$ cat src/rtl/arm_ctrl_pkg.sv
// arm_ctrl_pkg: shared joint-mode, colour and sequencer-state definitions for the arm controller
package arm_ctrl_pkg;

    localparam logic [1:0] MODE_HOLD = 2'b00;
    localparam logic [1:0] MODE_FWD  = 2'b01;
    localparam logic [1:0] MODE_REV  = 2'b10;

    localparam logic [7:0] BYTE_R = 8'h52;
    localparam logic [7:0] BYTE_G = 8'h47;
    localparam logic [7:0] BYTE_B = 8'h42;

    localparam logic [1:0] COL_NONE = 2'b00;
    localparam logic [1:0] COL_R    = 2'b01;
    localparam logic [1:0] COL_G    = 2'b10;
    localparam logic [1:0] COL_B    = 2'b11;

    typedef enum logic [3:0] {
        S_IDLE, S_WAIT_OBJ, S_REACH, S_GRIP, S_LIFT, S_SWING, S_RELEASE, S_RETURN, S_DONE
    } seq_state_t;

    // Unrecognised bytes map to COL_NONE, which is how they get ignored
    function automatic logic [1:0] colour_code(input logic [7:0] b);
        return b == BYTE_R ? COL_R : b == BYTE_G ? COL_G : b == BYTE_B ? COL_B : COL_NONE;
    endfunction

endpackage

$ cat src/rtl/ms_tick_gen.sv
// ms_tick_gen: free-running prescaler emitting a 1-cycle tick every TICK_DIV clocks
module ms_tick_gen #(
    parameter int TICK_DIV = 100000
) (
    input  logic clk,
    input  logic rst_n,
    output logic tick_o
);

    localparam int W = TICK_DIV > 1 ? $clog2(TICK_DIV) : 1;

    logic [W-1:0] cnt_q;

    assign tick_o = cnt_q == W'(TICK_DIV - 1);

    // Wrap the prescaler on the tick cycle
    always_ff @(posedge clk or negedge rst_n) begin
        if (!rst_n) cnt_q <= '0;
        else        cnt_q <= tick_o ? '0 : cnt_q + 1'b1;
    end

endmodule

$ cat src/rtl/sort_sequencer.sv
// sort_sequencer: colour-driven pick-and-place sequencer with manual/automatic joint-mode mux
module sort_sequencer
    import arm_ctrl_pkg::*;
#(
    parameter int TICK_DIV   = 100000,
    parameter int PRESENT_MS = 200,
    parameter int WAIT_MS    = 5000,
    parameter int REACH_MS   = 800,
    parameter int GRIP_MS    = 500,
    parameter int SWING_R_MS = 400,
    parameter int SWING_G_MS = 800,
    parameter int SWING_B_MS = 1200
) (
    input  logic       clk,
    input  logic       rst,
    input  logic       manual_sel,
    input  logic [1:0] man_mode1,
    input  logic [1:0] man_mode2,
    input  logic [1:0] man_mode3,
    input  logic [1:0] man_mode4,
    input  logic [7:0] rx_data,
    input  logic       rx_valid,
    input  logic       obj_near,
    output logic [1:0] mode1,
    output logic [1:0] mode2,
    output logic [1:0] mode3,
    output logic [1:0] mode4,
    output logic       busy,
    output logic [1:0] colour,
    output logic       fault,
    output logic       overrun
);

    seq_state_t state_q, state_d;
    logic        tick;
    logic [15:0] step_q, pres_q, swing_len, phase_len;
    logic        pend_valid_q, fault_q, overrun_q, acc, consume, phase_end, pres_hit, timeout;
    logic [1:0]  pend_col_q, colour_q, rx_code;
    logic [1:0]  mode_q [4];
    logic [1:0]  fsm_mode [4];
    logic [1:0]  man_mode [4];

    ms_tick_gen #(.TICK_DIV(TICK_DIV)) u_tick (.clk(clk), .rst_n(rst), .tick_o(tick));

    assign man_mode  = '{man_mode1, man_mode2, man_mode3, man_mode4};
    assign rx_code   = colour_code(rx_data);
    assign acc       = rx_valid && !manual_sel && rx_code != COL_NONE;
    assign consume   = pend_valid_q && (state_q == S_IDLE || state_q == S_DONE);
    assign swing_len = colour_q == COL_R ? 16'(SWING_R_MS) : colour_q == COL_G ? 16'(SWING_G_MS) : 16'(SWING_B_MS);
    assign phase_len = state_q == S_WAIT_OBJ ? 16'(WAIT_MS) :
                       (state_q == S_REACH || state_q == S_LIFT) ? 16'(REACH_MS) :
                       (state_q == S_GRIP || state_q == S_RELEASE) ? 16'(GRIP_MS) : swing_len;
    assign phase_end = tick && step_q == phase_len - 16'd1;
    assign pres_hit  = tick && obj_near && pres_q == 16'(PRESENT_MS - 1);
    assign timeout   = state_q == S_WAIT_OBJ && !pres_hit && phase_end && !manual_sel;

    assign {mode1, mode2, mode3, mode4} = {mode_q[0], mode_q[1], mode_q[2], mode_q[3]};
    assign busy    = state_q != S_IDLE;
    assign colour  = colour_q;
    assign fault   = fault_q;
    assign overrun = overrun_q;

    // State register
    always_ff @(posedge clk or negedge rst) begin
        if (!rst) state_q <= S_IDLE;
        else      state_q <= state_d;
    end

    // Next state: timed phases advance on phase_end; manual mode always forces IDLE
    always_comb begin
        state_d = state_q;
        case (state_q)
            S_IDLE:     if (pend_valid_q || acc) state_d = S_WAIT_OBJ;
            S_WAIT_OBJ: state_d = pres_hit ? S_REACH : phase_end ? S_IDLE : S_WAIT_OBJ;
            S_REACH:    if (phase_end) state_d = S_GRIP;
            S_GRIP:     if (phase_end) state_d = S_LIFT;
            S_LIFT:     if (phase_end) state_d = S_SWING;
            S_SWING:    if (phase_end) state_d = S_RELEASE;
            S_RELEASE:  if (phase_end) state_d = S_RETURN;
            S_RETURN:   if (phase_end) state_d = S_DONE;
            S_DONE:     state_d = pend_valid_q ? S_WAIT_OBJ : S_IDLE;
            default:    state_d = S_IDLE;
        endcase
        if (manual_sel) state_d = S_IDLE;
    end

    // Joint modes per state; joints not driven by a state hold
    always_comb begin
        fsm_mode[0] = state_q == S_SWING ? MODE_FWD : state_q == S_RETURN ? MODE_REV : MODE_HOLD;
        fsm_mode[1] = state_q == S_REACH ? MODE_FWD : state_q == S_LIFT ? MODE_REV : MODE_HOLD;
        fsm_mode[2] = MODE_HOLD;
        fsm_mode[3] = state_q == S_GRIP ? MODE_FWD : state_q == S_RELEASE ? MODE_REV : MODE_HOLD;
    end

    // Counters, pending buffer, job colour, fault/overrun flags and the registered mode mux
    always_ff @(posedge clk or negedge rst) begin
        if (!rst) begin
            step_q       <= '0;
            pres_q       <= '0;
            pend_valid_q <= 1'b0;
            pend_col_q   <= COL_NONE;
            colour_q     <= COL_NONE;
            fault_q      <= 1'b0;
            overrun_q    <= 1'b0;
            mode_q       <= '{default: MODE_HOLD};
        end else begin
            step_q    <= state_d != state_q ? '0 : step_q + 16'(tick);
            pres_q    <= (state_d != state_q || !obj_near) ? '0 : pres_q + 16'(tick);
            overrun_q <= 1'b0;
            for (int i = 0; i < 4; i++)
                mode_q[i] <= !manual_sel ? fsm_mode[i] : man_mode[i] == 2'b11 ? MODE_HOLD : man_mode[i];
            if (manual_sel) begin
                pend_valid_q <= 1'b0;
                colour_q     <= COL_NONE;
            end else begin
                if (acc && (state_q != S_IDLE || pend_valid_q)) begin
                    if (!pend_valid_q || consume) {pend_valid_q, pend_col_q} <= {1'b1, rx_code};
                    else overrun_q <= 1'b1;
                end else if (consume) pend_valid_q <= 1'b0;
                if (consume) colour_q <= pend_col_q;
                else if (state_q == S_IDLE && acc) colour_q <= rx_code;
                else if (state_q == S_DONE || timeout) colour_q <= COL_NONE;
                if (timeout) fault_q <= 1'b1;
                else if (acc) fault_q <= 1'b0;
            end
        end
    end

endmodule
$ cat config.mk
export PLATFORM = sky130hd
export DESIGN_NAME = sort_sequencer
export DESIGN_NICKNAME = d
export VERILOG_FILES = /design/src/rtl/arm_ctrl_pkg.sv /design/src/rtl/ms_tick_gen.sv /design/src/rtl/sort_sequencer.sv
export SDC_FILE = /design/constraint.sdc
export NUM_CORES = 1
export LEC_CHECK = 0
export ABC_AREA = 1
export CAP_MARGIN = 20
export CORE_UTILIZATION = 55
export CTS_CLUSTER_DIAMETER = 40
export CTS_CLUSTER_SIZE = 20
export DETAILED_ROUTE_END_ITERATION = 8
export GPL_TIMING_DRIVEN = 0
export PLACE_DENSITY = 0.87
export SYNTH_ARGS = -nofsm -noshare
export SYNTH_HDL_FRONTEND = slang
export SYNTH_SLANG_ARGS = --single-unit
$ cat constraint.sdc
create_clock -name clk -period 4.5 [get_ports clk]
set_clock_uncertainty 0.1 [all_clocks]
set_input_delay 0.45 -clock clk [delete_from_list [all_inputs] [get_ports clk]]
set_output_delay 0.45 -clock clk [all_outputs]
set_load 0.005 [all_outputs]
==> results of run 1 <==
==> layout make-up <==
class / instances / area, um2 / share of cell area
Tap cell: 99 / 124 / 0.0262
Sequential cell: 68 / 1700 / 0.360
Clock inverter: 6 / 71.3 / 0.0151
Clock buffer: 10 / 138 / 0.0291
Buffer: 7 / 43.8 / 0.00927
Timing Repair Buffer: 32 / 318 / 0.0673
Inverter: 98 / 370 / 0.0784
Multi-Input combinational cell: 373 / 1960 / 0.414
==> sequential cells by signal, summed over array words and instances (netlist names), 2 cells and up <==
signal	cells
mode3	2
u_tick.cnt_q	17
pres_q	16
mode1	2
mode4	2
pend_col_q	2
colour	2
step_q	16
state_q	4
mode2	2
==> layer usage <==
layer  global-route usage  part of all wire  vias to the layer above
met5                    0                 0                        -
met2                0.428              0.51                       92
li1                     -                 -                     1797
met4               0.0645             0.014                        0
met3               0.0669             0.043                       16
met1                0.311              0.43                     1731
==> power groups by stage <==
stage | combinational [W] | sequential [W] | clock, W
3_3_place_gp | 0.0000927 | 0.000645 | 0
2_1_floorplan | 0.0000495 | 0.000643 | 0
5_1_grt | 0.000109 | 0.000635 | 0.000557
3_5_place_dp | 0.0000962 | 0.000645 | 0
4_1_cts | 0.0000968 | 0.000633 | 0.000534
6_report | 0.0000960 | 0.000633 | 0.000525
==> through the flow <==
stage                     worst slack [ns]  std cells  hold WS, ns  total power, W  utilization
after detailed placement             0.939        677        0.358        0.000741        0.626
after global routing                 0.583        693        0.195         0.00130        0.655
final                                0.892        693       0.0986         0.00125        0.655
after floorplan                       1.59        546       0.0544        0.000693            -
after global placement               0.637        677        0.345        0.000738        0.626
after CTS                            0.922        693        0.138         0.00126        0.655
==> critical path: cells and delay by family, from the launching register on <==
family,cells,cell delay (ns)
flops,1,0.38
simple gates,12,1.75
xor+xnor,1,0.22
fa+ha+maj,3,0.65
buf+inv,5,0.40
==> layout by cell type, fill, tap and decap left out, types with 2 or more instances in the layout <==
cell,Yosys,final
clkinvlp_4,0,2
nand2_4,2,2
nor4_1,2,2
ha_1,7,7
o211ai_1,2,2
nand2_1,110,110
clkdlybuf4s50_1,0,31
o21ai_0,18,18
inv_1,92,92
clkbuf_1,3,3
dfrtp_1,68,68
nor2_1,72,72
nand4_1,8,8
nor2_4,13,13
inv_2,5,5
o22ai_1,4,4
o21bai_1,2,2
a21oi_1,15,15
xnor2_1,4,4
buf_4,1,2
nor2_2,8,8
clkinv_4,0,2
nand2_2,8,8
buf_2,2,2
nand3_2,5,5
clkbuf_8,0,10
nor3_1,31,31
xor2_1,12,12
nand3_1,40,40
nor3b_1,2,2
==> worst min-delay path by stage <==
stage                           end  slack (ns)  depth (start not counted)
global route              pres_q[1]        0.20                          1
CTS                   pend_col_q[0]        0.14                          1
floorplan                 colour[0]        0.05                          0
finish                     mode1[0]         0.1                          1
global placement    u_tick.cnt_q[0]        0.35                          1
detailed placement  u_tick.cnt_q[0]        0.36                          1
==> kinds of logic after synthesis <==
group                      Yosys count  share of synthesized area
buffers and inverters              105                      0.102
and+or+nand+nor                    304                      0.360
muxes                                1                    0.00276
AOI/OAI and AO/OA                   45                     0.0621
adders and majority gates            7                     0.0215
xor gates and xnor gates            16                     0.0344
DFF                                 68                      0.418
==> results.sh, run 1 <==
export IMPL_initial_core_util=0.565
export IMPL_core_um2=7210
export IMPL_netlist_area_um2=4070
export IMPL_netlist_top_cells_count="nand2_1, inv_1, nor2_1"
export IMPL_final_layout_size_suffix_gt1_frac=0.113
export IMPL_fillers=608
export IMPL_synthCells=546
export IMPL_cts_max_level=3
export IMPL_max_cap_violations=0
export IMPL_fmax_mhz=277
export IMPL_synthDistinctLibCells=36
export IMPL_reg2reg_slack_ns=0.89
export IMPL_cp_data_required_time_ns=4.64
export IMPL_end_kind="flip-flop"
export IMPL_vias_per_cell=5.25
export IMPL_swShare=0.251
export IMPL_cts_tree="yes"
export IMPL_finalSetupTns_ns=0
export IMPL_drtIter0Drc=240
export IMPL_grt_pass1_wl_mm=14.9
export IMPL_cp_cell_sequence="ha_1 -> nand2_1 -> nor2_1 -> inv_1 -> nor2_2 -> ha_1 -> ha_1 -> nand2_1 -> nor2_1 -> inv_1 -> nor2_1 -> inv_1 -> nor2_1 -> nand3_1 -> nor2_1 -> inv_1 -> nor3_1 -> inv_1 -> nor3_1 -> xnor2_1 -> nor2_4"
export IMPL_wl_per_cell_um=12.7
export IMPL_pwr_share_comb=0.077
export IMPL_path_clk_slew_ns=0.08
export IMPL_synth_top_cell_area_share=0.418
export IMPL_grt_pass1_vias=3412
export IMPL_ios=34
export IMPL_clock_root_buffer="clkbuf_8"
export IMPL_p_leak_nw=2.22
export IMPL_ctsResizeCount=0
export IMPL_synth_ff_type="dfrtp_1"
export IMPL_ir_drop_mv=0.155
export IMPL_fin_crit_sh=0.802
export IMPL_hold_violations=0
export IMPL_clock_sinks=68
export IMPL_p_clk_frac=0.419
export IMPL_async_flop_share=1.00
export IMPL_hpwl_mm=6.56
export IMPL_cts_hold_buf=0
export IMPL_dpl_cell_area_um2=4510
export IMPL_seqPwrFrac=0.505
export IMPL_die_h_um=88.1
export IMPL_drcViolationCount=0
export IMPL_synth_nets=574
export IMPL_startpoint_type="flip-flop"
export IMPL_yosysMostFrequentCell="nand2_1"
export IMPL_hp_class="in -> async"
export IMPL_powerDensity_nw_per_um2=266
export IMPL_avgSynthCellArea_um2=7.46
export IMPL_dieArea_um2=7750
export IMPL_intPower_w=0.000940
export IMPL_cts_setup_buffers=0
export IMPL_wl_mm=8.80
export IMPL_startpoint="u_tick.cnt_q[0]"
export IMPL_r2r_cells=21
export IMPL_nNetsFinal=617
export IMPL_n_antenna_cell=0
export IMPL_grt_max_degree=69
export IMPL_r2r_start="u_tick.cnt_q[0]"
export IMPL_crit_type="reg -> reg"
export IMPL_slew_headroom=0.435
export IMPL_rows=31
export IMPL_slowest_stage="dfrtp_1"
export IMPL_status="finished clean"
export IMPL_gp_congestion=0.840
export IMPL_die_w_um=88.1
export IMPL_port_buffers=32
export IMPL_setup_viol=0
export IMPL_vias=3636
export IMPL_min_period_ns=3.61
export IMPL_design_area_um2=4720
export IMPL_reg2reg_to="pres_q[14]"
export IMPL_endpoint="pres_q[14]"
export IMPL_drv_slew=0
export IMPL_ys_warn_count=0
export IMPL_dr_pass1_iters=5
export IMPL_gr_usage_all_layers=0.249
export IMPL_yosysTopAreaCell="dfrtp_1"
export IMPL_insertion_delay_ns=0.35
export IMPL_clockBufferDepth=2
export IMPL_crit_path_max_fanout=9
export IMPL_antenna_found_initial=0
export IMPL_ys_ff_latch=68
export IMPL_drtAntennaViolNets=0
export IMPL_rsz0062_at_grt="false"
export IMPL_synth_edff_count=0
export IMPL_slowest_delay_ns=0.38
export IMPL_ys_seq_area_frac=0.418
export IMPL_worst_ep_arrival_time_ns=3.75
export IMPL_yosys_top_cells_area="dfrtp_1, nand2_1, inv_1, nor2_1, nand3_1"
export IMPL_gr_total_overflow=0
export IMPL_syn2layout_area_growth_pct=16.0
export IMPL_cts_made_buffers=9
export IMPL_worst_pin_slew_ns=0.848
export IMPL_power_net_switching_w=0.000315
No activity file was read; power rests on OpenSTA's default activity.
==> run 2, diff against run 1 <==
==> constraint.sdc (replaced) <==
create_clock -name clk -period 3.4 [get_ports clk]
set_clock_uncertainty 0.1 [all_clocks]
set_input_delay 0.34 -clock clk [delete_from_list [all_inputs] [get_ports clk]]
set_output_delay 0.34 -clock clk [all_outputs]
set_load 0.005 [all_outputs]
==> results.sh, run 2 (synthesis gave the netlist of run 1 again) <==
export IMPL_fmax_mhz=318
export IMPL_drcViolationCount=0
export IMPL_p_clk_frac=0.418
export IMPL_wl_per_cell_um=13.1
export IMPL_worst_pin_slew_ns=0.855
export IMPL_placed_cells=677
export IMPL_dieArea_um2=7750
export IMPL_startpoint_type="flip-flop"
export IMPL_drtAntennaViolNets=0
export IMPL_layout_cells_non_filler=699
export IMPL_power_net_switching_w=0.000419
export IMPL_final_cell_mix="nand2_1, inv_1, nor2_1"
export IMPL_end_kind="flip-flop"
export IMPL_cts_max_level=3
export IMPL_clockBufferDepth=2
export IMPL_top_register="u_tick.cnt_q"
export IMPL_grt_max_degree=69
export IMPL_critical_path_buf_inv_count=5
export IMPL_whs_ns=-0.00968
export IMPL_cts_hold_buf=0
export IMPL_p_leak_nw=2.29
export IMPL_n_antenna_cell=0
export IMPL_syn2layout_area_growth_pct=18.6
export IMPL_insertion_delay_ns=0.35
export IMPL_largest_registers="u_tick.cnt_q x17, pres_q x16, step_q x16"
export IMPL_grt_pass1_wl_mm=15.1
export IMPL_powerDensity_nw_per_um2=344
export IMPL_vias=3669
export IMPL_clock_sinks=68
export IMPL_nNetsFinal=623
export IMPL_vias_per_cell=5.25
export IMPL_ir_drop_mv=0.192
export IMPL_cp_data_required_time_ns=3.54
export IMPL_design_area_um2=4830
export IMPL_grt_pass1_vias=3415
export IMPL_status="finished with violations"
export IMPL_crit_path_max_fanout=5
export IMPL_path_clk_slew_ns=0.08
export IMPL_worst_ep_arrival_time_ns=3.29
export IMPL_slowest_stage="dfrtp_1"
export IMPL_setup_viol=0
export IMPL_fin_crit_sh=0.926
export IMPL_wl_mm=9.18
export IMPL_antenna_found_initial=0
export IMPL_cp_common_cell="inv_1"
export IMPL_drv_slew=0
export IMPL_hold_violations=10
export IMPL_slew_headroom=0.430
export IMPL_die_w_um=88.1
export IMPL_cts_tree="yes"
export IMPL_layout_commonest_cell="nand2_1"
export IMPL_clock_root_buffer="clkbuf_8"
export IMPL_die_h_um=88.1
export IMPL_core_um2=7210
export IMPL_dr_pass1_iters=5
export IMPL_port_buffers=32
export IMPL_intPower_w=0.00124
export IMPL_ios=34
export IMPL_final_layout_size_suffix_gt1_frac=0.140
export IMPL_seqPwrFrac=0.504
export IMPL_hp_class="in -> async"
export IMPL_cp_cell_sequence="inv_1 -> nand2_1 -> nor3_1 -> nand3_1 -> nor2_4 -> ha_2 -> ha_1 -> nand2_1 -> nor2_1 -> inv_1 -> nor2_1 -> inv_1 -> nor2_2 -> nand3_2 -> nor2_1 -> inv_1 -> nor3_4 -> inv_2 -> nor3_4 -> xnor2_2 -> nor2_4"
export IMPL_slowest_delay_ns=0.38
export IMPL_violations="hold timing"
export IMPL_cts_made_buffers=9
export IMPL_pwr_share_comb=0.078
export IMPL_critical_path_top_delay_family="simple AND/OR/NAND/NOR gates"
export IMPL_dpl_cell_area_um2=4510
export IMPL_gp_congestion=0.840
export IMPL_crit_type="reg -> reg"
export IMPL_min_period_ns=3.15
export IMPL_max_cap_violations=0
export IMPL_swShare=0.252
export IMPL_hpwl_mm=6.56
export IMPL_initial_core_util=0.565
export IMPL_rows=31
export IMPL_gr_total_overflow=0
export IMPL_largest_reg_flops=17
export IMPL_gr_usage_all_layers=0.252
export IMPL_drtIter0Drc=213
## run 2: cell types whose count changed in the layout (fill, tap and decap cells not counted), sizes merged
cell	before	now
buf	5	11
## run 2: power groups by stage
stage / clock, W / sequential [W] / combinational (W)
final: 0.000696 / 0.000838 / 0.000129
after global placement: 0 / 0.000854 / 0.000123
after global routing: 0.000737 / 0.000841 / 0.000145
after floorplan: 0 / 0.000851 / 0.0000656
after CTS: 0.000707 / 0.000838 / 0.000128
after detailed placement: 0 / 0.000854 / 0.000127
## run 2: final cells by class
type | instances | area (um2)
clock inverter | 6 | 71.3
sequential | 68 | 1700
timing repair buffer | 38 | 363
clock buffer | 10 | 138
inverter | 98 | 370
multi-input combinational | 373 | 2020
buffer | 7 | 43.8
tap | 99 | 124
fill | 590 | 2380
## run 2: final timing paths
check,start,to,slack (ns),depth (start not counted)
min reg2reg,u_tick.cnt_q[0],u_tick.cnt_q[0],0.36,1
max,u_tick.cnt_q[8],pres_q[14],0.25,21
min in group clk,manual_sel,mode4[0],0.30,3
min,rst,mode1[0],-0.01,1
max reg2reg,u_tick.cnt_q[8],pres_q[14],0.25,21
max in group asynchronous,rst,mode3[1],2.65,1
## run 2: what timing repair did
action / 4_1_cts / 5_1_grt
endpoints found under the setup margin: 2 / 8
setup buffers: 0 / 6
resized for setup: 2 / 12
pin swaps: 0 / 3
## run 2: per-stage QoR
stage | worst slack, ns | total power [W] | hold slack (ns) | setup TNS (ns) | utilization
3_5_place_dp | -0.161 | 0.000981 | 0.358 | -0.161 | 0.626
2_1_floorplan | 0.493 | 0.000917 | -0.0556 | 0 | -
5_1_grt | -0.0241 | 0.00172 | 0.0850 | -0.0241 | 0.670
4_1_cts | 0.0489 | 0.00167 | 0.0280 | 0 | 0.656
6_report | 0.251 | 0.00166 | -0.00968 | 0 | 0.670
3_3_place_gp | -0.353 | 0.000976 | 0.345 | -23.76 | 0.626
## run 2: routing by layer
layer,share of wire,global-route usage,up-vias
met2,0.52,0.436,89
li1,-,-,1813
met1,0.43,0.313,1753
met5,0,0,-
met4,0.013,0.0645,0
met3,0.044,0.0669,14
